$ cat config.mk
export PLATFORM = sky130hd
export DESIGN_NAME = mem_port_arbiter
export DESIGN_NICKNAME = d
export VERILOG_FILES = /design/src/rtl/mem_port_arbiter.sv
export SDC_FILE = /design/constraint.sdc
export NUM_CORES = 1
export LEC_CHECK = 0
export BUFFER_PORTS_ARGS = -buffer_cell sky130_fd_sc_hd__buf_4
export CAP_MARGIN = 20
export CORE_UTILIZATION = 34
export CTS_CLUSTER_SIZE = 8
export DETAILED_ROUTE_END_ITERATION = 10
export PLACE_DENSITY = 0.75
export SYNTH_ARGS = -nofsm -noshare
export SYNTH_HDL_FRONTEND = slang
export SYNTH_SLANG_ARGS = --single-unit
$ cat constraint.sdc
create_clock -name clk -period 1.1 [get_ports clk]
set_input_delay 0.22 -clock clk [delete_from_list [all_inputs] [get_ports clk]]
set_output_delay 0.22 -clock clk [all_outputs]
set_load 0.1 [all_outputs]
$ cat src/rtl/mem_port_arbiter.sv
// Phase-gated arbiter sharing one single-port memory between calc (r/w) and display (read-only).
// Define ARB_ACCESS_CNT_EN to enable the per-port saturating grant counters on c_cnt/d_cnt.
module mem_port_arbiter #(
    parameter int AW       = 4,
    parameter int DW       = 8,
    parameter int HOLD_MAX = 4
) (
    input  logic          clk,
    input  logic          rst,
    input  logic [1:0]    phase,
    input  logic          c_req,
    input  logic          c_we,
    input  logic [AW-1:0] c_addr,
    input  logic [DW-1:0] c_wdata,
    output logic          c_gnt,
    output logic          c_rvalid,
    input  logic          d_req,
    input  logic [AW-1:0] d_addr,
    output logic          d_gnt,
    output logic          d_rvalid,
    output logic [DW-1:0] rdata,
    output logic          mem_en,
    output logic          mem_we,
    output logic [AW-1:0] mem_addr,
    output logic [DW-1:0] mem_wdata,
    input  logic [DW-1:0] mem_rdata,
    output logic          busy,
    output logic [15:0]   c_cnt,
    output logic [15:0]   d_cnt
);

    localparam logic [1:0] IDLE  = 2'd0;
    localparam logic [1:0] GNT_C = 2'd1;
    localparam logic [1:0] GNT_D = 2'd2;

    localparam int            HW       = $clog2(HOLD_MAX + 1);
    localparam logic [HW-1:0] HOLD_LIM = HW'(HOLD_MAX);

    logic [1:0]    state_reg, state_next;
    logic [HW-1:0] hold_reg, hold_next;
    logic          mem_we_reg, mem_we_next;
    logic [AW-1:0] mem_addr_reg, mem_addr_next;
    logic [DW-1:0] mem_wdata_reg, mem_wdata_next;
    logic          c_rv_reg, d_rv_reg;
    logic          c_ok, d_ok, c_pri, starve;

    // hold_reg counts contested wins by the priority side; any other outcome restarts the run.
    always_comb begin
        c_ok       = c_req && (phase == 2'd1 || phase == 2'd2);
        d_ok       = d_req && (phase == 2'd1 || phase == 2'd2);
        c_pri      = (phase == 2'd1);
        starve     = 1'b0;
        hold_next  = '0;
        state_next = IDLE;
        if (c_ok && d_ok) begin
            starve     = (hold_reg >= HOLD_LIM);
            hold_next  = starve ? '0 : hold_reg + 1'b1;
            state_next = (c_pri ^ starve) ? GNT_C : GNT_D;
        end else if (c_ok) begin
            state_next = GNT_C;
        end else if (d_ok) begin
            state_next = GNT_D;
        end

        mem_we_next    = 1'b0;
        mem_addr_next  = '0;
        mem_wdata_next = '0;
        case (state_next)
            GNT_C: begin
                mem_we_next    = c_we;
                mem_addr_next  = c_addr;
                mem_wdata_next = c_wdata;
            end
            GNT_D: mem_addr_next = d_addr;
            default: ;
        endcase
    end

    always_ff @(posedge clk or negedge rst) begin
        if (!rst) begin
            state_reg     <= IDLE;
            hold_reg      <= '0;
            mem_we_reg    <= 1'b0;
            mem_addr_reg  <= '0;
            mem_wdata_reg <= '0;
            c_rv_reg      <= 1'b0;
            d_rv_reg      <= 1'b0;
        end else begin
            state_reg     <= state_next;
            hold_reg      <= hold_next;
            mem_we_reg    <= mem_we_next;
            mem_addr_reg  <= mem_addr_next;
            mem_wdata_reg <= mem_wdata_next;
            // Launched from the granted access itself, so a phase change cannot cancel it.
            c_rv_reg      <= (state_reg == GNT_C) && !mem_we_reg;
            d_rv_reg      <= (state_reg == GNT_D);
        end
    end

    assign c_gnt     = (state_reg == GNT_C);
    assign d_gnt     = (state_reg == GNT_D);
    assign mem_en    = c_gnt | d_gnt;
    assign mem_we    = mem_we_reg;
    assign mem_addr  = mem_addr_reg;
    assign mem_wdata = mem_wdata_reg;
    assign c_rvalid  = c_rv_reg;
    assign d_rvalid  = d_rv_reg;
    assign rdata     = (c_rv_reg | d_rv_reg) ? mem_rdata : '0;
    assign busy      = mem_en | c_rv_reg | d_rv_reg;

`ifdef ARB_ACCESS_CNT_EN
    logic [1:0] gnt_vec;
    assign gnt_vec = {d_gnt, c_gnt};

    genvar gi;
    generate
        for (gi = 0; gi < 2; gi++) begin : g_cnt
            logic [15:0] cnt_reg;
            always_ff @(posedge clk or negedge rst) begin
                if (!rst) begin
                    cnt_reg <= '0;
                end else if (gnt_vec[gi] && cnt_reg != 16'hFFFF) begin
                    cnt_reg <= cnt_reg + 16'd1;
                end
            end
        end
    endgenerate

    assign c_cnt = g_cnt[0].cnt_reg;
    assign d_cnt = g_cnt[1].cnt_reg;
`else
    assign c_cnt = '0;
    assign d_cnt = '0;
`endif

endmodule

==> impl_metrics.prom <==
# TYPE chip_impl_metric gauge
chip_impl_metric{name="pin_count_of_the_biggest_net_entering_global_routing",unit=""} 21
chip_impl_metric{name="number_of_enable_flip_flop_cells_after_synthesis",unit=""} 0
chip_impl_metric{name="p_leak",unit="nW"} 0.9978
chip_impl_metric{name="max-clock-path-buffers",unit=""} 2
chip_impl_metric{name="layout_worst_path_cycle_share",unit="%"} 143.2
chip_impl_metric{name="max_cap_violations",unit=""} 0
chip_impl_metric{name="final_layout_size_suffix_gt1_share",unit="%"} 67.86
chip_impl_info{name="post_synth_main_area_contributors",value="dfrtp_1, buf_4, and2_1, ha_1, nor2b_1"} 1
chip_impl_metric{name="via_count_of_the_first_global_routing_pass",unit=""} 822
chip_impl_metric{name="floorplan.initialDensity",unit="%"} 35.62
chip_impl_info{name="critPathSlowestCell",value="dfrtp_4"} 1
chip_impl_metric{name="postLayoutCellArea",unit="um2"} 1999
chip_impl_metric{name="ys_async_sr_fraction",unit="%"} 100.0
chip_impl_metric{name="synth_seq_cells",unit=""} 20
chip_impl_metric{name="antenna_found_initial",unit=""} 0
chip_impl_metric{name="floorplan.die.width",unit="um"} 58.32
chip_impl_metric{name="maxClockFrequency",unit="MHz"} 634.7
chip_impl_metric{name="route.antenna.remaining_nets",unit=""} 0
chip_impl_info{name="setup.worst_path.start_class",value="flip-flop"} 1
chip_impl_info{name="critPathLaunch",value="c_rvalid"} 1
chip_impl_metric{name="pwr_density_cell",unit="nW/um2"} 1437
chip_impl_metric{name="worstPathArrival",unit="ns"} 1.36
chip_impl_metric{name="seq_area_frac_synth",unit="%"} 46.40
chip_impl_metric{name="place_congestion",unit=""} 0.6994
chip_impl_info{name="violations_in_the_final_reports",value="negative setup slack"} 1
chip_impl_metric{name="firstDrtPassIters",unit=""} 2
chip_impl_metric{name="synth_top_area_share",unit="%"} 46.40
chip_impl_info{name="critPathMostFrequentCell",value="buf_12"} 1
chip_impl_metric{name="synthesis.area_per_instance",unit="um2"} 10.89
chip_impl_metric{name="htreeDepth",unit=""} 1
chip_impl_metric{name="final_max_slew_viols",unit=""} 0
chip_impl_metric{name="ioPinCount",unit=""} 90
chip_impl_metric{name="dieArea",unit="um2"} 3401
chip_impl_info{name="ys.flop_type",value="dfrtp_1"} 1
chip_impl_metric{name="number_of_flip_flops_in_the_largest_register",unit=""} 8
chip_impl_metric{name="timing.critical_path.slowest_cell_delay",unit="ns"} 0.50
chip_impl_metric{name="cts.sinks",unit=""} 20
chip_impl_metric{name="syn_inst",unit=""} 99
chip_impl_metric{name="period_minus_slack",unit="ns"} 1.575
chip_impl_info{name="hold_class",value="input pin to flip-flop"} 1
chip_impl_metric{name="synth.lib_cells_used.distinct",unit=""} 16
chip_impl_metric{name="clkTransAtPathRegs",unit="ns"} 0.11
chip_impl_info{name="rsz0062_at_grt",value="true"} 1
chip_impl_metric{name="drt_drc_violations_left",unit=""} 0
chip_impl_metric{name="fin_clk_skew",unit="ns"} 0.01215
chip_impl_metric{name="core_region_area",unit="um2"} 3028
chip_impl_metric{name="timing.setup.tns",unit="ns"} -6.344
chip_impl_metric{name="finalWorstSetupSlack",unit="ns"} -0.4755
chip_impl_metric{name="hpwlAfterDp",unit="um"} 1762
chip_impl_metric{name="area_growth_syn_to_layout",unit="%"} 85.38
chip_impl_metric{name="power.total",unit="mW"} 2.873
chip_impl_info{name="synth.cells.most_frequent",value="buf_4, dfrtp_1, and2_1"} 1
chip_impl_metric{name="overflow_left_after_global_routing",unit=""} 0
chip_impl_metric{name="placedInstanceArea",unit="um2"} 1620
chip_impl_metric{name="rows",unit=""} 20
chip_impl_metric{name="setup_viol",unit=""} 39
chip_impl_metric{name="total_standard_cell_area_after_synthesis",unit="um2"} 1079
chip_impl_metric{name="path_max_fanout",unit=""} 9
chip_impl_metric{name="dr.first_iter.drc_count",unit=""} 7
chip_impl_info{name="tritoncts",value="yes"} 1
chip_impl_metric{name="hold_violations",unit=""} 0
chip_impl_metric{name="cts_buffers",unit=""} 3
chip_impl_metric{name="fillCellCount",unit=""} 224
chip_impl_info{name="crit-reg2reg-launch",value="hold_reg[2]"} 1
chip_impl_info{name="clockRootBuffer",value="clkbuf_4"} 1
chip_impl_metric{name="worst_ep_required_time",unit="ns"} 0.88
chip_impl_metric{name="global_route.usage.total",unit="%"} 16.53
chip_impl_metric{name="ys_warn_count",unit=""} 0
chip_impl_metric{name="floorplan.die.height",unit="um"} 58.32
chip_impl_info{name="worst_hold_startpoint",value="c_wdata[6]"} 1
chip_impl_metric{name="antenna_cells",unit=""} 0
chip_impl_info{name="outcome",value="finished, violations left"} 1
chip_impl_metric{name="finish.net_count",unit=""} 205
chip_impl_metric{name="max-vdd-ir-drop",unit="V"} 0.0007914
chip_impl_info{name="cell_by_cell_listing_of_the_critical_path",value="nor2_4 -> buf_12 -> nor2b_4 -> buf_12"} 1
chip_impl_metric{name="routed_via_density",unit=""} 3.821
chip_impl_metric{name="total_wirelength_of_the_detailed_routed_design",unit="um"} 2654
chip_impl_info{name="worst-setup-path-type",value="flip-flop to output port"} 1
chip_impl_metric{name="insertion_delay",unit="ns"} 0.30
chip_impl_info{name="synthMostInstantiatedCell",value="buf_4"} 1
chip_impl_metric{name="worst_hold_slack_across_all_endpoints",unit="ns"} 0.1339
chip_impl_info{name="critical_path_endpoint_category",value="output port"} 1
chip_impl_metric{name="wl_per_cell",unit="um"} 12.52
chip_impl_metric{name="dr_total_vias",unit=""} 810
chip_impl_metric{name="placement.io_buffers",unit=""} 57
chip_impl_metric{name="grt_pass1_wl",unit="um"} 4022
chip_impl_info{name="synthDominantAreaCellType",value="dfrtp_1"} 1
[placed cells by master, fill, tap and decap left out, types with 2 or more instances in the layout]
master    instances
buf_6             8
inv_1             5
inv_2             2
and2_4            9
nor2b_4           8
buf_12           16
dfrtp_1           5
o211a_4           2
ha_1              2
conb_1           32
clkbuf_4          3
dfrtp_2          13
buf_8             6
buf_4            35
and2_1            3
a22o_1            4
ha_4              2
dfrtp_4           2
[power by group]
group / switching, mW / leakage (nW) / internal (mW)
clock network: 0.213 / 0.0210 / 0.202
logic: 1.20 / 0.730 / 0.446
registers: 0.0284 / 0.247 / 0.780
total: 1.45 / 0.998 / 1.43
[worst max-delay path, delay by kind of cell, from the launching register on]
kind	cells	cell delay (ns)
and+or+nand+nor	2	0.20
DFF	1	0.50
buffers and inverters	2	0.34
[worst paths after layout]
kind,end,slack (ns),depth (start not counted)
setup / recovery,rdata[4],-0.48,4
hold reg to reg,c_rvalid,0.48,1
min in group asynchronous,mem_wdata[0],0.34,2
setup reg to reg,mem_addr[1],-0.11,3
hold / removal,mem_wdata[6],0.13,2
max in group asynchronous,mem_addr[1],0.52,2
[metrics by stage]
| stage | util (%) | setup slack, ns | std cells |
|---|---|---|---|
| global placement | 53.51 | -0.1914 | 203 |
| CTS | 65.54 | -0.4678 | 212 |
| detailed placement | 53.51 | -0.2309 | 203 |
| finish | 66.03 | -0.4755 | 212 |
| global route | 66.03 | -0.5367 | 212 |
| floorplan | - | -0.4890 | 130 |
[timing repair]
item                                   in CTS  in global routing
pin swaps                                   4                  1
buffers inserted                            3                  1
hold buffers                                1                  0
endpoints found under the hold margin      20                  0
cloned                                      1                  0
setup endpoints to repair                  41                 41
gates resized for setup                    74                  5
[metal layers]
layer / global-route usage, % / up-vias / part of all wire, %
met1: 17.21 / 379 / 34
met4: 6.122 / 0 / 1.3
met5: 0 / - / 0
li1: - / 379 / -
met3: 4.176 / 4 / 6.4
met2: 31.69 / 48 / 58
[cell families after synthesis]
logic type | synth area share [%]
simple gates | 14.15
buf+inv | 26.10
xor+xnor | 1.509
compound gates | 5.685
flops | 46.40
other cells | 0.3477
fa+ha+maj | 5.800
[layout make-up]
class                           instances  area [um2]  share of cell area (%)
Multi-Input combinational cell         70       576.8                   28.85
Tap cell                               44       55.05                   2.753
Clock buffer                            4       36.28                   1.815
Inverter                                8       33.78                   1.690
Timing Repair Buffer                   66       773.2                   38.67
Sequential cell                        20       524.3                   26.22
Power figures use the tool's default switching activity.
